## src/rtl/voice_allocator_if.sv

```systemverilog
`default_nettype none
// ============================================================================
//  Module      : voice_allocator_if
//  Description : Bundle between the key-decode side and the voice allocator.
//                master -> key decode / host: drives the held-note mask and
//                          observes voice state.
//                slave  -> voice allocator: samples the mask and drives the
//                          voice state, event pulses and busy flag.
//  Signals     : note[7:0]        held-note mask, bit i = note i held
//                voice_on[3:0]    bit v = voice v sounding
//                voice_note[11:0] note index of voice v in [3v+2:3v]
//                voice_trig[3:0]  one-cycle envelope restart per voice
//                steal            one-cycle pulse, busy voice reassigned
//                drop             one-cycle pulse, press discarded
//                busy             a press or release event is pending
//  Revision    : 1.0  initial release
// ============================================================================
interface voice_allocator_if;
    logic [7:0]  note;
    logic [3:0]  voice_on;
    logic [11:0] voice_note;
    logic [3:0]  voice_trig;
    logic        steal;
    logic        drop;
    logic        busy;

    modport master (
        output note,
        input  voice_on, voice_note, voice_trig, steal, drop, busy
    );

    modport slave (
        input  note,
        output voice_on, voice_note, voice_trig, steal, drop, busy
    );
endinterface
`default_nettype wire

```

## src/rtl/voice_allocator.sv

```systemverilog
`default_nettype none
// ============================================================================
//  Module      : voice_allocator
//  Description : Four-voice note allocator for an eight-key keyboard. Key
//                edges are queued as pending press/release bits and serviced
//                one per cycle: releases first, then presses, lowest note
//                index first. A press takes the lowest free voice; with all
//                voices busy it either steals the least-recently-allocated
//                voice (STEAL_EN=1) or is dropped (STEAL_EN=0).
//  Ports       : clk    system clock, rising edge
//                rst_n  asynchronous active-low reset
//                bus    voice_allocator_if.slave (note in; voice_on,
//                       voice_note, voice_trig, steal, drop, busy out)
//  Parameters  : STEAL_EN  1 = steal oldest voice, 0 = drop press
//  Revision    : 1.0  initial release
// ============================================================================
module voice_allocator #(
    parameter bit STEAL_EN = 1'b1
) (
    input  wire logic         clk,
    input  wire logic         rst_n,
    voice_allocator_if.slave  bus
);

    // Action taken at the most recent edge.
    typedef enum logic [1:0] {
        IDLE  = 2'd0,
        REL   = 2'd1,
        ALLOC = 2'd2,
        STEAL = 2'd3
    } state_t;

    // Voice v starts with rank v so the rank set is a permutation from reset.
    localparam logic [3:0][1:0] RANK_RST = {2'd3, 2'd2, 2'd1, 2'd0};

    state_t           state_q,      state_d;
    logic [7:0]       note_q,       note_d;
    logic [7:0]       pend_press_q, pend_press_d;
    logic [7:0]       pend_rel_q,   pend_rel_d;
    logic [3:0]       voice_on_q,   voice_on_d;
    logic [3:0][2:0]  voice_note_q, voice_note_d;
    logic [3:0][1:0]  rank_q,       rank_d;
    logic [3:0]       voice_trig_q, voice_trig_d;
    logic             drop_q,       drop_d;

    logic [7:0] press;
    logic [7:0] release_ev;
    logic [7:0] svc_press;
    logic [7:0] svc_rel;
    logic       rel_hit;
    logic [2:0] rel_idx;
    logic       press_hit;
    logic [2:0] press_idx;
    logic       free_hit;
    logic [1:0] free_v;
    logic [1:0] oldest_v;
    logic       match_hit;
    logic [1:0] match_v;
    logic       do_alloc;
    logic [1:0] tgt;

    always_comb begin
        press      = bus.note & ~note_q;
        release_ev = ~bus.note & note_q;

        state_d      = IDLE;
        note_d       = bus.note;
        voice_on_d   = voice_on_q;
        voice_note_d = voice_note_q;
        rank_d       = rank_q;
        voice_trig_d = 4'b0000;
        drop_d       = 1'b0;
        svc_press    = 8'h00;
        svc_rel      = 8'h00;
        do_alloc     = 1'b0;
        tgt          = 2'd0;

        // Lowest-index pending events (scan downwards so the lowest wins).
        rel_hit   = 1'b0;
        rel_idx   = 3'd0;
        press_hit = 1'b0;
        press_idx = 3'd0;
        for (int i = 7; i >= 0; i--) begin
            if (pend_rel_q[i]) begin
                rel_hit = 1'b1;
                rel_idx = 3'(i);
            end
            if (pend_press_q[i]) begin
                press_hit = 1'b1;
                press_idx = 3'(i);
            end
        end

        free_hit = 1'b0;
        free_v   = 2'd0;
        for (int v = 3; v >= 0; v--) begin
            if (!voice_on_q[v]) begin
                free_hit = 1'b1;
                free_v   = 2'(v);
            end
        end

        oldest_v  = 2'd0;
        match_hit = 1'b0;
        match_v   = 2'd0;
        for (int v = 0; v < 4; v++) begin
            if (rank_q[v] == 2'd3) begin
                oldest_v = 2'(v);
            end
            if (voice_on_q[v] && (voice_note_q[v] == rel_idx)) begin
                match_hit = 1'b1;
                match_v   = 2'(v);
            end
        end

        if (rel_hit) begin
            // A release whose voice was stolen has nothing left to silence.
            state_d          = REL;
            svc_rel[rel_idx] = 1'b1;
            if (match_hit) begin
                voice_on_d[match_v] = 1'b0;
            end
        end else if (press_hit) begin
            svc_press[press_idx] = 1'b1;
            if (free_hit) begin
                state_d  = ALLOC;
                do_alloc = 1'b1;
                tgt      = free_v;
            end else if (STEAL_EN) begin
                state_d  = STEAL;
                do_alloc = 1'b1;
                tgt      = oldest_v;
            end else begin
                drop_d   = 1'b1;
            end
        end

        if (do_alloc) begin
            voice_on_d[tgt]   = 1'b1;
            voice_note_d[tgt] = press_idx;
            voice_trig_d[tgt] = 1'b1;
            // Move the allocated voice to the front; the voices that were
            // younger than it each age by one, keeping ranks a permutation.
            for (int v = 0; v < 4; v++) begin
                if (2'(v) == tgt) begin
                    rank_d[v] = 2'd0;
                end else if (rank_q[v] < rank_q[tgt]) begin
                    rank_d[v] = rank_q[v] + 2'd1;
                end
            end
        end

        // A release landing on a still-queued press cancels that press; a
        // press landing on a queued release keeps both so the release runs
        // first and the press retriggers afterwards.
        pend_press_d = (pend_press_q & ~svc_press & ~release_ev) | press;
        pend_rel_d   = (pend_rel_q & ~svc_rel) | release_ev;
    end

    always_ff @(posedge clk or negedge rst_n) begin
        if (!rst_n) begin
            state_q      <= IDLE;
            note_q       <= 8'h00;
            pend_press_q <= 8'h00;
            pend_rel_q   <= 8'h00;
            voice_on_q   <= 4'b0000;
            voice_note_q <= '0;
            rank_q       <= RANK_RST;
            voice_trig_q <= 4'b0000;
            drop_q       <= 1'b0;
        end else begin
            state_q      <= state_d;
            note_q       <= note_d;
            pend_press_q <= pend_press_d;
            pend_rel_q   <= pend_rel_d;
            voice_on_q   <= voice_on_d;
            voice_note_q <= voice_note_d;
            rank_q       <= rank_d;
            voice_trig_q <= voice_trig_d;
            drop_q       <= drop_d;
        end
    end

    assign bus.voice_on   = voice_on_q;
    assign bus.voice_note = voice_note_q;
    assign bus.voice_trig = voice_trig_q;
    assign bus.steal      = (state_q == STEAL);
    assign bus.drop       = drop_q;
    assign bus.busy       = (|pend_press_q) | (|pend_rel_q);

endmodule
`default_nettype wire

```

## src/flat_wrapper.sv

```systemverilog
// flat-port wrapper written by rule: the top's interface ports become plain ports
module voice_allocator_flat 
#(
    parameter bit STEAL_EN = 1'b1
)
  (clk, rst_n, bus_note, bus_voice_on, bus_voice_note, bus_voice_trig, bus_steal, bus_drop, bus_busy);
  voice_allocator_if bus_i ();
  input  wire logic clk;
  input  wire logic rst_n;
  input wire logic [$bits(bus_i.note)-1:0] bus_note;
  output wire logic [$bits(bus_i.voice_on)-1:0] bus_voice_on;
  output wire logic [$bits(bus_i.voice_note)-1:0] bus_voice_note;
  output wire logic [$bits(bus_i.voice_trig)-1:0] bus_voice_trig;
  output wire logic [$bits(bus_i.steal)-1:0] bus_steal;
  output wire logic [$bits(bus_i.drop)-1:0] bus_drop;
  output wire logic [$bits(bus_i.busy)-1:0] bus_busy;
  assign bus_i.note = bus_note;
  assign bus_voice_on = bus_i.voice_on;
  assign bus_voice_note = bus_i.voice_note;
  assign bus_voice_trig = bus_i.voice_trig;
  assign bus_steal = bus_i.steal;
  assign bus_drop = bus_i.drop;
  assign bus_busy = bus_i.busy;
  voice_allocator #(.STEAL_EN(STEAL_EN)) u_core (.clk(clk), .rst_n(rst_n), .bus(bus_i));
endmodule
```

## config.mk

```make
export PLATFORM = sky130hd
export DESIGN_NAME = voice_allocator_flat
export DESIGN_NICKNAME = d
export VERILOG_FILES = /design/src/rtl/voice_allocator_if.sv /design/src/rtl/voice_allocator.sv /design/src/flat_wrapper.sv
export SDC_FILE = /design/constraint.sdc
export NUM_CORES = 1
export LEC_CHECK = 0
export ABC_AREA = 1
export CAP_MARGIN = 30
export CORE_UTILIZATION = 46
export DETAILED_ROUTE_END_ITERATION = 12
export PLACE_DENSITY_LB_ADDON = 0.12
export SLEW_MARGIN = 20
export SYNTH_ARGS = -nofsm -noshare
export SYNTH_HDL_FRONTEND = slang
export SYNTH_SLANG_ARGS = --single-unit
```

## constraint.sdc

```tcl
create_clock -name clk -period 2.8 [get_ports clk]
set_input_delay 0.56 -clock clk [delete_from_list [all_inputs] [get_ports clk]]
set_output_delay 0.56 -clock clk [all_outputs]
set_load 0.05 [all_outputs]
```

==> results.cfg <==
[run_status]
status = complete, no violations

[cells_and_area]
layout.nets = 427
area_growth_pct = 20.5
multiInputGateArea_um2 = 1260
design_area_um2 = 3420
regArea_um2 = 1360
n_fill_cell = 566
diodes = 0
drive_gt1_share_pct = 12.4

[worst_setup_path]
end_kind = primary output
worst-setup-path-type = reg2out
critPathMostFrequentCell = nand2_1
max_stage_delay_ns = 0.71
crit_path_top_delay_cell = clkdlybuf4s50_1
path_delay_family = buffers and inverters
cp_data_arrival_time_ns = 2.06
crit_path_max_fanout = 4
cp_num_buf_inv = 1
cp.required_ns = 2.24
crit_chain = nor2_1, nand2_1, nor2_4, nand2_1, clkdlybuf4s50_1
cp-start-kind = register

[die]
die_area_um2 = 6490
boundaryPins = 33
fp.dieW_um = 80.6
die_h_um = 80.6
row_count = 28
coreArea_um2 = 5920
start_util_pct = 48.0

[clock_tree]
max-clock-path-buffers = 2
path_clk_slew_ns = 0.10
clock_latency_ns = 0.32
cts_root_buffer = clkbuf_8
cts_htree_levels = 2
hold_buffers = 0
cts.sinks = 54
cts_tree = yes
numCtsBuffers = 5

[placement]
postPlaceCellArea_um2 = 3270
portBuffers = 31
hpwl_um = 4680
gp_congestion = 0.809

[yosys]
seq_area_frac_synth_pct = 47.8
synthesis.area_um2 = 2840
ys_dominant_reg_cell = dfrtp_1
synthCells = 364
synth_edf_count = 0
ys_warn_count = 0
avgSynthCellArea_um2 = 7.80
synth_cell_types = 29
synth_seq_cells = 54
synth_nets = 381
ys_async_sr_fraction_pct = 100

[route]
vias = 2399
drt-initial-drc-count = 171
avgViaCountPerCell = 4.94
ant_nets = 0
drt_wl_total_um = 6200
drc_errors = 0
post_drt_wl_per_cell_um = 12.7
dr.pass1.iters = 4

[sta]
drv_slew = 0
fmax_ghz = 0.381
max_slew_margin_pct = 65.2
hold_viol = 0
setup-violations-final = 0
fin_setup_tns_ns = 0
period_needed_ns = 2.62
worst_pin_slew_ns = 0.520
finalCritPeriodShare_pct = 93.7
clock_skew_ns = 0.0158

[hold_path]
hp-class = in2async

[grt]
grtUsageTotal_pct = 21.6
grt_pass1_vias = 2268
antenna_found_initial = 0
grt_max_degree = 34
overflow = 0
grt_pass1_wl_um = 10600

[power_and_ir_drop]
ir_drop_uv = 263
leakage_nw = 1.73
power.density_nw_per_um2 = 455
total_power_w = 0.00156

[run]
maxCapViolCount = 0
==> synth_stat cells (4+ instances only) <==
library cell | n | area share (%)
dfstp_2 | 4 | 3.7
dfrtp_1 | 50 | 44
ha_1 | 7 | 3.1
nor2_1 | 29 | 3.8
o21ai_1 | 4 | 0.70
nor3_1 | 4 | 0.70
inv_1 | 50 | 6.6
nand3_1 | 28 | 4.9
nor2_2 | 5 | 1.1
o21ai_0 | 24 | 4.2
nand2_1 | 108 | 14
nand2_2 | 6 | 1.3
nand3b_1 | 6 | 1.6
a21oi_1 | 8 | 1.4
inv_2 | 9 | 1.2
o221ai_1 | 4 | 1.2
==> per-layer routing <==
metal	part of all wire, %	wire (µm)	global-route usage (%)
met4	1.2	76	7.50
met2	45	2780	34.7
met3	2.9	182	3.52
met5	0	0	0
met1	51	3160	29.3
==> layout by cell type, fill, tap and decap left out, drive strengths merged, types with 5 or more instances in the layout <==
cell | netlist | routed
o21ai | 29 | 29
dfrtp | 50 | 50
inv | 59 | 59
a21oi | 8 | 8
nand2 | 116 | 116
nand3b | 6 | 6
clkbuf | 0 | 6
ha | 7 | 7
buf | 2 | 11
clkdlybuf4s50 | 0 | 30
nor2 | 37 | 37
nor3 | 5 | 5
nand3 | 28 | 28
==> stage by stage <==
step	utilization [%]	instances	hold slack, ns	worst slack [ns]
global placement	55.2	474	0.476	0.0518
floorplan	-	364	0.264	0.343
CTS	57.1	482	0.211	0.128
global route	57.8	486	0.237	-0.00140
finish	57.8	486	0.190	0.176
detailed placement	55.2	474	0.481	0.0258
==> path summary, 6_finish.rpt <==
kind / from / to / slack [ns] / cells past startpoint
max: u_core.pend_press_q[7] / bus_busy / 0.18 / 5
min: rst_n / u_core.bus.voice_note[4] / 0.19 / 1
max reg2reg: u_core.rank_q[7] / u_core.rank_q[4] / 0.21 / 19
min in group clk: u_core.rank_q[6] / u_core.rank_q[6] / 0.50 / 2
max in group asynchronous: rst_n / u_core.rank_q[6] / 1.77 / 2
min reg2reg: u_core.rank_q[6] / u_core.rank_q[6] / 0.50 / 2
==> where the power goes <==
part	total [W]	switching, W	internal (W)	leakage, nW
clock	0.000522	0.000255	0.000267	0.0514
combinational	0.000199	0.000133	0.0000661	1.01
sequential	0.000837	0.0000237	0.000813	0.673
total	0.00156	0.000411	0.00115	1.73
==> area by class of cell <==
| type | instances | share of cell area [%] |
|---|---|---|
| Clock buffer | 6 | 2.12 |
| Clock inverter | 2 | 1.10 |
| Inverter | 59 | 6.47 |
| Multi-Input combinational cell | 249 | 36.8 |
| Sequential cell | 54 | 39.6 |
| Tap cell | 75 | 2.74 |
| Timing Repair Buffer | 41 | 11.1 |
==> kinds of logic after synthesis <==
family	after synthesis	share of synthesized area (%)
and+or+nand+nor	195	31.4
buffers and inverters	61	8.46
DFF	54	47.8
AOI/OAI and AO/OA	44	8.59
adders and majority gates	7	3.08
xor gates and xnor gates	2	0.617
other	1	0.132
==> flip-flops by register name, indices dropped and copies added, names as in the netlist <==
name and cells:
u_core.state_q 2, u_core.bus.voice_note 12, u_core.bus.voice_on 4, u_core.pend_rel_q 8, u_core.bus.voice_trig 4, u_core.note_q 8
u_core.rank_q 8, u_core.pend_press_q 8
==> repair_timing <==
item                       CTS  global route
gates cloned                 0             0
pin swaps                    0             3
gates resized for setup      1             1
setup endpoints to repair    1             8
setup buffers                0             4
No activity file was read; power rests on OpenSTA's default activity.
